<file path="config.mk">
export PLATFORM = sky130hd
export DESIGN_NAME = multicycle_ctrl
export DESIGN_NICKNAME = d
export VERILOG_FILES = /design/src/rtl/multicycle_ctrl.sv
export SDC_FILE = /design/constraint.sdc
export NUM_CORES = 1
export LEC_CHECK = 0
export CAP_MARGIN = 20
export CORE_UTILIZATION = 25
export CTS_BUF_LIST = sky130_fd_sc_hd__clkbuf_16
export CTS_CLUSTER_DIAMETER = 100
export DETAILED_ROUTE_END_ITERATION = 10
export GPL_TIMING_DRIVEN = 1
export PLACE_DENSITY = 0.55
export SLEW_MARGIN = 15
export SYNTH_ARGS = -nofsm -noshare
export SYNTH_HDL_FRONTEND = slang
export SYNTH_SLANG_ARGS = --single-unit
export TNS_END_PERCENT = 50
</file>
<file path="constraint.sdc">
create_clock -name clk -period 8.35 [get_ports clk]
set_input_delay 2.505 -clock clk [delete_from_list [all_inputs] [get_ports clk]]
set_output_delay 2.505 -clock clk [all_outputs]
set_load 0.02 [all_outputs]
</file>
<file path="src/rtl/multicycle_ctrl.sv">
// multicycle_ctrl: FETCH/DECODE/EXEC/MEM/WB sequencer for the RV32 multi-cycle
// datapath. It drives every datapath select and write strobe, and it runs the
// shared memory port handshake with a timeout that halts the core. It also
// keeps the cycle and retired-instruction counters.
//
// Build option: define MULTICYCLE_ILLEGAL_TRAP_EN to trap and halt on an
// unsupported opcode. When the macro is undefined, such an opcode retires as a
// NOP.
module multicycle_ctrl #(
  parameter int unsigned CNT_W    = 32,
  parameter int unsigned WAIT_MAX = 15
) (
  input  logic             clk,
  input  logic             rst,
  input  logic [6:0]       ir_opcode,
  input  logic             branch_taken,
  input  logic             mem_ready,
  output logic             mem_req,
  output logic             mem_we,
  output logic             addr_sel,
  output logic             ir_we,
  output logic             mdr_we,
  output logic             pc_we,
  output logic [1:0]       pc_sel,
  output logic             reg_we,
  output logic [1:0]       wb_sel,
  output logic             alu_src_imm,
  output logic             alu_src_pc,
  output logic [2:0]       imm_fmt,
  output logic [2:0]       state_o,
  output logic             halted,
  output logic             trap,
  output logic [CNT_W-1:0] cycle_cnt,
  output logic [CNT_W-1:0] instret_cnt
);

  localparam int unsigned WAIT_W = (WAIT_MAX < 1) ? 1 : $clog2(WAIT_MAX + 1);

  localparam logic [2:0] S_FETCH  = 3'd0;
  localparam logic [2:0] S_DECODE = 3'd1;
  localparam logic [2:0] S_EXEC   = 3'd2;
  localparam logic [2:0] S_MEM    = 3'd3;
  localparam logic [2:0] S_WB     = 3'd4;
  localparam logic [2:0] S_HALT   = 3'd5;

  localparam logic [6:0] OP_R     = 7'b0110011;
  localparam logic [6:0] OP_I     = 7'b0010011;
  localparam logic [6:0] OP_AUIPC = 7'b0010111;
  localparam logic [6:0] OP_LW    = 7'b0000011;
  localparam logic [6:0] OP_SW    = 7'b0100011;
  localparam logic [6:0] OP_BR    = 7'b1100011;
  localparam logic [6:0] OP_JAL   = 7'b1101111;

  localparam logic [1:0] PC_PLUS4 = 2'd0;
  localparam logic [1:0] PC_BR    = 2'd1;
  localparam logic [1:0] PC_JAL   = 2'd2;

  localparam logic [1:0] WB_ALU = 2'd0;
  localparam logic [1:0] WB_MDR = 2'd1;
  localparam logic [1:0] WB_PC4 = 2'd2;

  localparam logic [2:0] IMM_NONE = 3'd0;
  localparam logic [2:0] IMM_I    = 3'd1;
  localparam logic [2:0] IMM_S    = 3'd2;
  localparam logic [2:0] IMM_SB   = 3'd3;
  localparam logic [2:0] IMM_U    = 3'd4;
  localparam logic [2:0] IMM_UJ   = 3'd5;

  logic [2:0]        state;
  logic [2:0]        state_nx;
  logic [6:0]        op_q;
  logic [6:0]        op;
  logic              op_legal;
  logic [WAIT_W-1:0] wait_cnt;
  logic              wait_expired;
  logic              trap_set;

  // Immediate format selected for each supported opcode
  function automatic logic [2:0] imm_of(input logic [6:0] opc);
    case (opc)
      OP_I, OP_LW: imm_of = IMM_I;
      OP_SW:       imm_of = IMM_S;
      OP_BR:       imm_of = IMM_SB;
      OP_AUIPC:    imm_of = IMM_U;
      OP_JAL:      imm_of = IMM_UJ;
      default:     imm_of = IMM_NONE;
    endcase
  endfunction

  // Opcodes that the datapath can execute
  function automatic logic is_legal(input logic [6:0] opc);
    case (opc)
      OP_R, OP_I, OP_AUIPC, OP_LW, OP_SW, OP_BR, OP_JAL: is_legal = 1'b1;
      default:                                           is_legal = 1'b0;
    endcase
  endfunction

  assign state_o = state;

  // State register
  always_ff @(posedge clk or posedge rst) begin
    if (rst) state <= S_FETCH;
    else     state <= state_nx;
  end

  // Opcode latched in DECODE, so later states do not depend on the IR input
  always_ff @(posedge clk or posedge rst) begin
    if (rst)                    op_q <= 7'd0;
    else if (state == S_DECODE) op_q <= ir_opcode;
  end

  // Memory wait counter: counts consecutive not-ready cycles while a request stays pending
  always_ff @(posedge clk or posedge rst) begin
    if (rst)
      wait_cnt <= '0;
    else if ((state == S_FETCH || state == S_MEM) && !mem_ready && state_nx == state)
      wait_cnt <= wait_cnt + WAIT_W'(1);
    else
      wait_cnt <= '0;
  end

  assign wait_expired = (wait_cnt == WAIT_W'(WAIT_MAX));

  // Next-state and datapath control decode
  always_comb begin
    state_nx    = state;
    mem_req     = 1'b0;
    mem_we      = 1'b0;
    addr_sel    = 1'b0;
    ir_we       = 1'b0;
    mdr_we      = 1'b0;
    pc_we       = 1'b0;
    pc_sel      = PC_PLUS4;
    reg_we      = 1'b0;
    wb_sel      = WB_ALU;
    alu_src_imm = 1'b0;
    alu_src_pc  = 1'b0;
    imm_fmt     = IMM_NONE;
    trap_set    = 1'b0;
    op          = (state == S_DECODE) ? ir_opcode : op_q;
    op_legal    = is_legal(op);

    case (state)
      S_FETCH: begin
        mem_req = 1'b1;
        if (mem_ready) begin
          ir_we    = 1'b1;
          state_nx = S_DECODE;
        end else if (wait_expired) begin
          state_nx = S_HALT;
        end
      end

      S_DECODE: begin
        imm_fmt = imm_of(op);
        if (op_legal) begin
          state_nx = S_EXEC;
        end else begin
`ifdef MULTICYCLE_ILLEGAL_TRAP_EN
          trap_set = 1'b1;
          state_nx = S_HALT;
`else
          pc_we    = 1'b1;
          pc_sel   = PC_PLUS4;
          state_nx = S_FETCH;
`endif
        end
      end

      S_EXEC: begin
        imm_fmt = imm_of(op);
        case (op)
          OP_R: begin
            wb_sel   = WB_ALU;
            state_nx = S_WB;
          end
          OP_I: begin
            wb_sel      = WB_ALU;
            alu_src_imm = 1'b1;
            state_nx    = S_WB;
          end
          OP_AUIPC: begin
            alu_src_pc  = 1'b1;
            alu_src_imm = 1'b1;
            state_nx    = S_WB;
          end
          OP_LW, OP_SW: begin
            alu_src_imm = 1'b1;
            state_nx    = S_MEM;
          end
          OP_BR: begin
            pc_we    = 1'b1;
            pc_sel   = branch_taken ? PC_BR : PC_PLUS4;
            state_nx = S_FETCH;
          end
          OP_JAL: begin
            reg_we   = 1'b1;
            wb_sel   = WB_PC4;
            pc_we    = 1'b1;
            pc_sel   = PC_JAL;
            state_nx = S_FETCH;
          end
          default: state_nx = S_FETCH;
        endcase
      end

      S_MEM: begin
        imm_fmt  = imm_of(op);
        mem_req  = 1'b1;
        addr_sel = 1'b1;
        mem_we   = (op == OP_SW);
        if (mem_ready) begin
          if (op == OP_SW) begin
            pc_we    = 1'b1;
            pc_sel   = PC_PLUS4;
            state_nx = S_FETCH;
          end else begin
            mdr_we   = 1'b1;
            state_nx = S_WB;
          end
        end else if (wait_expired) begin
          state_nx = S_HALT;
        end
      end

      S_WB: begin
        imm_fmt  = imm_of(op);
        reg_we   = 1'b1;
        wb_sel   = (op == OP_LW) ? WB_MDR : WB_ALU;
        pc_we    = 1'b1;
        pc_sel   = PC_PLUS4;
        state_nx = S_FETCH;
      end

      S_HALT: state_nx = S_HALT;

      default: state_nx = S_FETCH;
    endcase

    // Reset forces every strobe low at once, without waiting for a clock edge
    if (rst) begin
      mem_req     = 1'b0;
      mem_we      = 1'b0;
      addr_sel    = 1'b0;
      ir_we       = 1'b0;
      mdr_we      = 1'b0;
      pc_we       = 1'b0;
      pc_sel      = PC_PLUS4;
      reg_we      = 1'b0;
      wb_sel      = WB_ALU;
      alu_src_imm = 1'b0;
      alu_src_pc  = 1'b0;
      imm_fmt     = IMM_NONE;
      trap_set    = 1'b0;
    end
  end

  // Sticky halt flag, set when the FSM enters HALT
  always_ff @(posedge clk or posedge rst) begin
    if (rst)                     halted <= 1'b0;
    else if (state_nx == S_HALT) halted <= 1'b1;
  end

  // Sticky illegal-opcode flag
  always_ff @(posedge clk or posedge rst) begin
    if (rst)           trap <= 1'b0;
    else if (trap_set) trap <= 1'b1;
  end

  // Cycle counter, frozen while halted
  always_ff @(posedge clk or posedge rst) begin
    if (rst)                  cycle_cnt <= '0;
    else if (state != S_HALT) cycle_cnt <= cycle_cnt + CNT_W'(1);
  end

  // Retire counter: one count per PC update
  always_ff @(posedge clk or posedge rst) begin
    if (rst)        instret_cnt <= '0;
    else if (pc_we) instret_cnt <= instret_cnt + CNT_W'(1);
  end

endmodule

</file>
==> qor.yml <==
status: "finished clean"
antenna_found_initial: 0
area_delta_synth_final_pct: 34.74
r2r_slack_ns: 4.91
grt_pass1_vias: 3315
antenna_left: 0
synth_largest_area_cell: "dfrtp_1"
pwr-share-seq: 0.494
hold_viol: 0
power.density_mw_per_mm2: 138.6
cts_tree: "done"
fmax_ghz: 0.1358
fp.dieH_um: 130.9
setup-tns-final_ns: 0
critPathArrivalTime_ns: 4.86
track_usage: 0.1261
post_synth_num_cell_types: 53
fin_crit_sh: 0.8818
p_switching_uw: 159.8
path_delay_family: "buffers and inverters"
finClkSkew_ns: 0.005525
placed_cell_area_mm2: 0.005298
routabilityCongestion: 0.9259
place_ws_ns: 1.025
cp_num_cells: 8
dieArea_mm2: 0.01713
utilization: 0.3484
layout.nets: 523
drt-vias-per-instance: 4.584
drt-pass1-iter-count: 4
swShare: 0.2061
io_pins: 96
reg2reg_from: "state_o[0]$_DFF_PP0_"
regArea_mm2: 0.001977
h-tree-depth: 3
die_x_um: 130.9
vias: 3342
numCtsBuffers: 9
critPathLaunch: "ir_opcode[4]"
insertion_delay_ns: 0.33
multi_input_area_mm2: 0.002052
syn_area_per_cell_um2: 9.983
placedCellCount: 713
cp-start-kind: "primary input"
fillers: 1635
pwr-share-clk: 0.481
r2r-end: "instret_cnt[2]$_DFFE_PP0P_"
worst_path_max_delay_cell: "clkdlybuf4s50_1"
hold_slack_ns: 0.4628
drtIter0Drc: 155
drc_errors: 0
num_rows: 46
grt_setup_unrepaired: "false"
drive_gt1_frac: 0.08772
path_class: "in2out"
p_leak_nw: 2.345
grt_max_degree: 80
ir_worst_vdd_uv: 83.33
worst_r2r_path_depth: 8
internal-power_uw: 615.5
portBuffers: 94
grt_pass1_wl_mm: 16.71
cp-endpoint: "pc_we"
design.core.area_mm2: 0.01606
maxSlewViolCount: 0
dp.final_hpwl_mm: 7.403
diodes: 0
seq_area_frac_synth: 0.4760
combPwrFrac: 0.025
drt-total-wl_mm: 10.24
cts-root-buf: "clkbuf_16"
setup_ws_ns: 0.9874
setup_violations: 0
crit_chain: "clkdlybuf4s50_1, nand2b_1, nor3_1, a31oi_1, nand3_1, o21a_2, nor2_2, clkdlybuf4s50_1"
total_power_uw: 775.3
cts_resized: 0
critPathBufInv: 2
slew_headroom: 0.4025
yosysWarningCount: 0
required_ns: 5.85
critPathCaptureType: "output port"
syn_nets: 430
async_reset_ff_frac: 1.000
path_max_fanout: 4
yosys-top-cells-area: "dfrtp_1 48%, xor2_1 7.0%, xnor2_1 6.5%, nand2_1 5.1%, nor4_2 4.2%"
ys.flop_type: "dfrtp_1"
synth_area_mm2: 0.004153
slowest_delay_ns: 0.63
drv_cap: 0
post-cts-setup-buffers: 0
cts_hold_buf: 0
worstMarginPinSlew_ns: 0.8923
synth_seq_cells: 79
numClockSinks: 79
post-route-cell-area_mm2: 0.005595
synth_top_area_share: 0.4760
synthCells: 416
worstHoldPathType: "reg2reg"
clk_pin_slew_worst_paths_ns: 0.06
start_util: 0.2586
synth_edf_count: 0
wl_per_cell_um: 14.05
min_period_ns: 7.363
cts_buffer_depth: 2
grt_overflow_total: 0
cp_common_cell: "clkdlybuf4s50_1"
fin_cells: 729
==> routing by layer <==
layer,part of all wire,wire [µm],track usage
met4,0.013,133,0.04057
met5,0,0,0
met2,0.44,4537,0.1927
met1,0.49,5001,0.1683
met3,0.055,568,0.04031
==> cell families after synthesis <==
logic type	count (synthesis)	share of synthesized area
flops	79	0.4760
xor+xnor	66	0.1428
mux	3	0.007833
fa+ha+maj	3	0.009040
compound gates	31	0.04731
buf+inv	25	0.02983
simple gates	208	0.2862
other cells	1	0.0009030
==> cell usage in the layout (no fill, tap or decap), drive strengths merged, types with 4 or more instances in the layout <==
cell,n
a21oi,10
and2,5
and3,12
buf,4
clkbuf,9
clkdlybuf4s50,94
clkinv,6
dfrtp,79
inv,8
nand2,56
nand2b,6
nand3,24
nand4,12
nor2,32
nor3,19
nor4,16
o21ai,7
or3,5
xnor2,33
xor2,33
==> area by class of cell <==
class / instances / area share
inverters: 9 / 0.006261
well taps: 216 / 0.04830
multi-input cells: 312 / 0.3667
repair buffers: 98 / 0.1758
clock inverters: 6 / 0.009392
clock buffers: 9 / 0.04025
flip-flops and latches: 79 / 0.3533
==> worst min-delay path by stage <==
stage	slack (ns)	depth (start not counted)	start	end
final	0.46	1	instret_cnt[31]$_DFFE_PP0P_	instret_cnt[31]$_DFFE_PP0P_
after global routing	0.49	1	wait_cnt[0]$_DFF_PP0_	wait_cnt[0]$_DFF_PP0_
after CTS	0.47	1	instret_cnt[31]$_DFFE_PP0P_	instret_cnt[31]$_DFFE_PP0P_
after detailed placement	0.46	1	wait_cnt[0]$_DFF_PP0_	wait_cnt[0]$_DFF_PP0_
after global placement	0.44	1	wait_cnt[0]$_DFF_PP0_	wait_cnt[0]$_DFF_PP0_
after floorplan	0.43	1	wait_cnt[0]$_DFF_PP0_	wait_cnt[0]$_DFF_PP0_
==> registers in the layout, indices dropped and copies added, names as in the netlist <==
signal / cells
cycle_cnt: 32
instret_cnt: 32
op_q: 7
wait_cnt: 4
state_o: 3
halted: 1
==> power by group through the flow <==
stage | registers, mW | clock network, mW | logic [mW]
6_report | 0.383 | 0.373 | 0.0195
5_1_grt | 0.383 | 0.406 | 0.0222
4_1_cts | 0.383 | 0.389 | 0.0192
3_5_place_dp | 0.390 | 0 | 0.0190
3_3_place_gp | 0.390 | 0 | 0.0187
2_1_floorplan | 0.390 | 0 | 0.00930
==> cell usage after synthesis (4+ instances only) <==
cell type / count
nand4_1: 12
o21ai_0: 4
xor2_1: 33
dfrtp_1: 79
nor3_1: 19
clkbuf_1: 8
inv_1: 9
and2_1: 5
nand2_1: 56
nand2b_1: 6
xnor2_1: 31
nand3_1: 24
nor2_1: 31
a21oi_1: 10
nor4_2: 14
and3_1: 12
Note: power is estimated with default switching activity, not from simulation.
